<file path="config.mk">
export PLATFORM = sky130hd
export DESIGN_NAME = fifo_1r1w_flex
export DESIGN_NICKNAME = d
export VERILOG_FILES = /design/src/rtl/fifo_1r1w_flex.sv
export SDC_FILE = /design/constraint.sdc
export NUM_CORES = 1
export LEC_CHECK = 0
export BUFFER_PORTS_ARGS = -buffer_cell sky130_fd_sc_hd__clkbuf_2
export CAP_MARGIN = 0
export CORE_MARGIN = 8
export CORE_UTILIZATION = 45
export CTS_BUF_LIST = sky130_fd_sc_hd__clkbuf_8
export DETAILED_ROUTE_END_ITERATION = 16
export SYNTH_ARGS = -nofsm -noshare
export SYNTH_HDL_FRONTEND = slang
export SYNTH_SLANG_ARGS = --single-unit
</file>
<file path="constraint.sdc">
create_clock -name clk_i -period 5.9 [get_ports clk_i]
set_clock_uncertainty 0.2 [all_clocks]
set_input_delay 0.295 -clock clk_i [delete_from_list [all_inputs] [get_ports clk_i]]
set_output_delay 0.295 -clock clk_i [all_outputs]
set_load 0.05 [all_outputs]
</file>
<file path="src/rtl/fifo_1r1w_flex.sv">
// Single-clock FIFO with arbitrary depth and first-word-fall-through output.
// Provides an occupancy count and registered almost-full/almost-empty flags.
module fifo_1r1w_flex #(
    parameter int width_p        = 8,
    parameter int depth_p        = 12,
    parameter int almost_full_p  = depth_p - 2,
    parameter int almost_empty_p = 1
) (
    input  logic                         clk_i,
    input  logic                         reset_i,
    input  logic [width_p-1:0]           data_i,
    input  logic                         valid_i,
    output logic                         ready_o,
    output logic                         valid_o,
    output logic [width_p-1:0]           data_o,
    input  logic                         ready_i,
    output logic [$clog2(depth_p+1)-1:0] count_o,
    output logic                         almost_full_o,
    output logic                         almost_empty_o
);

    localparam int cw_lp = $clog2(depth_p + 1);
    localparam int pw_lp = $clog2(depth_p);

    localparam logic [cw_lp-1:0] depth_c = cw_lp'(depth_p);
    localparam logic [cw_lp-1:0] af_c    = cw_lp'(almost_full_p);
    localparam logic [cw_lp-1:0] ae_c    = cw_lp'(almost_empty_p);
    localparam logic [pw_lp-1:0] last_c  = pw_lp'(depth_p - 1);

    logic [width_p-1:0] mem_q [depth_p];
    logic [pw_lp-1:0]   wr_ptr_q;
    logic [pw_lp-1:0]   rd_ptr_q;
    logic [cw_lp-1:0]   count_q;
    logic [cw_lp-1:0]   count_n;
    logic               almost_full_q;
    logic               almost_empty_q;
    logic               push;
    logic               pop;

    // Handshake outputs come only from the count register, never from valid_i/ready_i.
    assign ready_o = (count_q != depth_c);
    assign valid_o = (count_q != '0);
    assign push    = valid_i & ready_o;
    assign pop     = valid_o & ready_i;

    assign data_o         = mem_q[rd_ptr_q];
    assign count_o        = count_q;
    assign almost_full_o  = almost_full_q;
    assign almost_empty_o = almost_empty_q;

    always_comb begin
        count_n = count_q;
        if (push && !pop) begin
            count_n = count_q + cw_lp'(1);
        end else if (pop && !push) begin
            count_n = count_q - cw_lp'(1);
        end
    end

    always_ff @(posedge clk_i) begin
        if (push) begin
            mem_q[wr_ptr_q] <= data_i;
        end
    end

    // Pointers wrap by explicit compare so non-power-of-two depths work.
    always_ff @(posedge clk_i) begin
        if (reset_i) begin
            wr_ptr_q       <= '0;
            rd_ptr_q       <= '0;
            count_q        <= '0;
            almost_full_q  <= (af_c == '0);
            almost_empty_q <= 1'b1;
        end else begin
            if (push) begin
                wr_ptr_q <= (wr_ptr_q == last_c) ? '0 : wr_ptr_q + pw_lp'(1);
            end
            if (pop) begin
                rd_ptr_q <= (rd_ptr_q == last_c) ? '0 : rd_ptr_q + pw_lp'(1);
            end
            count_q        <= count_n;
            almost_full_q  <= (count_n >= af_c);
            almost_empty_q <= (count_n <= ae_c);
        end
    end

endmodule

</file>
==> summary.md <==
| Metric | Value |
|---|---|
| Most common cell after layout, fill and taps aside | edfxtp_1 |
| Grt met3 use | approximately 4.3% |
| Grt met2 use | ~23% |
| Vias | 2,417 |
| Synth Area in Simple Gates | 7.19% |
| Peak supply drop | about 0.21 mV |
| Net Count, Synth | 287 |
| Fill count | 808 |
| DRC | 0 |
| Wire per inst | about 20 µm |
| Worst Max-Slew Pin Slew | about 0.99 ns |
| Total grt overflow | 0 |
| CTS tree | done |
| Critical path endpoint category | output port |
| Worst hold slack | ~0.017 ns |
| Register share of total power | approximately 46% |
| Count of different cell masters after synthesis | 35 |
| Adder-Cell Fraction of Synth Area | approximately 1.9% |
| Synth Flop Type | edfxtp_1 |
| Remaining antenna violation count | 0 |
| Worst Path Max Fanout | 24 |
| Htree depth | 4 |
| Comb pwr share | 20.1% |
| Setup_tns | 0 ns |
| Minimum clock period | ~3 ns |
| Fmax | roughly 340 MHz |
| Inserted Clock Buffers | 17 |
| Crit Path Class | flop to output port |
| Multi-input gate area | 1280 µm² |
| Worst hold path class | primary input to flop |
| FP Rows | 37 |
| Post CTS Setup Buffer Count | 0 |
| Power density over the cells | ~410 nW/µm² |
| All-Layer GR Usage | between 10% and 20% |
| Switching share of power | between 20% and 30% |
| # setup viols final | 0 |
| Post-cts resize count | 0 |
| Max-slew violations | 0 |
| Compound-gate portion of the synthesized area | 3.31% |
| Max_slew headroom | around a third |
| Clock power frac | 34.3% |
| Final Hold Viols | 0 |
| Pin count of the biggest net entering global routing | 25 |
| MaxCap Viol Count | 0 |
| IO Pins | 28 |
| Count of state elements after synthesis | between 100 and 150 |
| DRT Pass-1 Iters | 4 |
| Main combinational cell family by area after synthesis | multiplexers |
| Die Ht | between 100 and 150 µm |
| Leakage | 1.74 nW |
| Post-synthesis xor/xnor area fraction | 0.570% |
| Crit path launch type | flop |
| Vias in the first global route | between 2,000 and 3,000 |
| EDFF count, synth | 96 |
| Gate Count Post-Synth | roughly 270 |
| Area Growth Syn to Fin | 13.8% |
| Total power | approximately 0.0021 W |
| Critical Path AT | roughly 2.5 ns |
| I/O Buffers | 27 |
| Layout Nets | roughly 320 |
| Placer Congestion | 0.757 |
| Antenna cells | 0 |
| Mux cell area share after synthesis | about 15% |
| Post-route cell area | ~5200 µm² |
| Sink Count | ~110 |
| Synthesized area | 4610 µm² |
| Worst EP required | between 5 and 6 ns |
| Worst skew pair latency | about 0.4 ns |
| Drt via density | approximately 5.4 |
| RSZ-0062 raised after global routing | no |
| Sw power | between 0.0006 and 0.0007 W |
| Iter 0 DRT Violations | between 100 and 150 |
| Pint | ~0.0015 W |
| Clock-pin slew on the worst setup and hold paths | ~0.070 ns |
| Sequential element share of the synthesized area | 70.4% |
| Status | finished, final reports clean |
| Share of cells above drive strength 1 | 27.1% |
| Die area | ~14,000 µm² |
| Root Buffer | clkbuf_8 |
| Final WL | roughly 9000 µm |
| Syn. warnings | 0 |
| Commonest non-fill, non-tap cells in the layout | 96 x edfxtp_1, 27 x clkbuf_2, 24 x mux4_2, 17 x dfxtp_1, 17 x clkbuf_8 |
| DP Area | 4850 µm² |
| Initial Util | a little under half |
| Initial antenna violation count | 0 |
| First-pass GRT wire length | around 14,000 µm |
| Detailed-placement wirelength estimate | roughly 5600 µm |
| Post-synthesis async set-or-reset flop share | 0% |
| Die X | between 100 and 150 µm |
| Met1 Use GR | ~18% |
| Syn Area/Cell | approximately 17 µm² |
| Longest Clk Path Bufs | 2 |
| Register Area | 3240 µm² |
| Core area | ~10,000 µm² |
| GR peak layer | met2 |
| Final critical-path share of the clock period | 50.5% |
| CTS Hold Buffers Added | 0 |
[Yosys cell counts (2+ instances only)]
| cell | instances | area, µm² |
|---|---|---|
| nor2_1 | 14 | 52.6 |
| xnor2_1 | 3 | 26.3 |
| buf_2 | 3 | 15.0 |
| nand2_1 | 16 | 60.1 |
| inv_1 | 6 | 22.5 |
| dfxtp_1 | 18 | 360 |
| edfxtp_1 | 96 | 2880 |
| nand3_1 | 5 | 25.0 |
| and2_1 | 11 | 68.8 |
| mux2i_1 | 10 | 100 |
| ha_1 | 7 | 87.6 |
| o21ai_0 | 7 | 35.0 |
| mux4_2 | 24 | 541 |
| buf_1 | 3 | 11.3 |
| a21oi_1 | 7 | 35.0 |
| or3b_1 | 2 | 17.5 |
| clkbuf_1 | 2 | 7.51 |
| buf_4 | 3 | 22.5 |
| nor3_1 | 7 | 35.0 |
| o21ai_1 | 6 | 30.0 |
| and3_1 | 4 | 25.0 |
[metal layers]
| layer | wire length, µm | share of wire [%] | vias to the layer above |
|---|---|---|---|
| li1 | - | - | 1112 |
| met1 | 3970 | 44 | 1223 |
| met2 | 4470 | 50 | 75 |
| met3 | 474 | 5.3 | 7 |
| met4 | 80 | 0.89 | 0 |
| met5 | 0 | 0 | - |
[final timing paths]
path                            slack (ns)        start           to  depth (start not counted)
worst max-delay path                  2.92         flop    data_o[6]                          4
worst min-delay path                  0.02    data_i[5]  mem_q[2][5]                          1
worst max register to register        3.30   count_o[1]  mem_q[1][4]                          6
worst min register to register        0.34  rd_ptr_q[1]  rd_ptr_q[1]                          2
[area by class of cell]
cell class | instances | share of cell area, %
Clock buffer | 17 | 4.46
Clock inverter | 14 | 3.15
Tap cell | 136 | 3.24
Sequential cell | 114 | 61.8
Inverter | 6 | 0.429
Timing Repair Buffer | 27 | 2.58
Multi-Input combinational cell | 136 | 24.3
[logic make-up after synthesis]
family | Yosys count
AND/OR/NAND/NOR | 64
multiplexers | 36
buffers and inverters | 18
AO/OA/AOI/OAI | 26
flip-flops | 114
adder cells (fa/ha/maj) | 7
XOR/XNOR | 3
[registers in the layout (all words and copies together) (netlist names), named ones only]
register / flops
almost_empty_o: 1
almost_full_o: 1
count_o: 4
mem_q: 96
rd_ptr_q: 4
wr_ptr_q: 4
[power groups by stage]
stage / sequential (W) / combinational, W / clock, W
after floorplan: 0.000975 / 0.000369 / 0
after global placement: 0.000992 / 0.000434 / 0
after detailed placement: 0.000994 / 0.000435 / 0
after CTS: 0.000977 / 0.000436 / 0.000738
after global routing: 0.000984 / 0.000459 / 0.000776
final: 0.000972 / 0.000429 / 0.000730
[per-stage QoR]
step           utilization (%)  instances  setup slack, ns
2_1_floorplan                -        268             2.89
5_1_grt                   51.8        450             2.69
4_1_cts                   51.8        450             2.83
3_3_place_gp              47.8        419             3.27
3_5_place_dp              47.8        419             3.29
6_report                  51.8        450             2.92
[worst max-delay path, cell delays in order, from the launching register on]
cell	delay, ns
dfxtp_2	0.91
mux4_2	0.61
mux2i_1	0.20
o21ai_1	0.09
clkbuf_2	0.26
(Power assumes the default switching activity.)
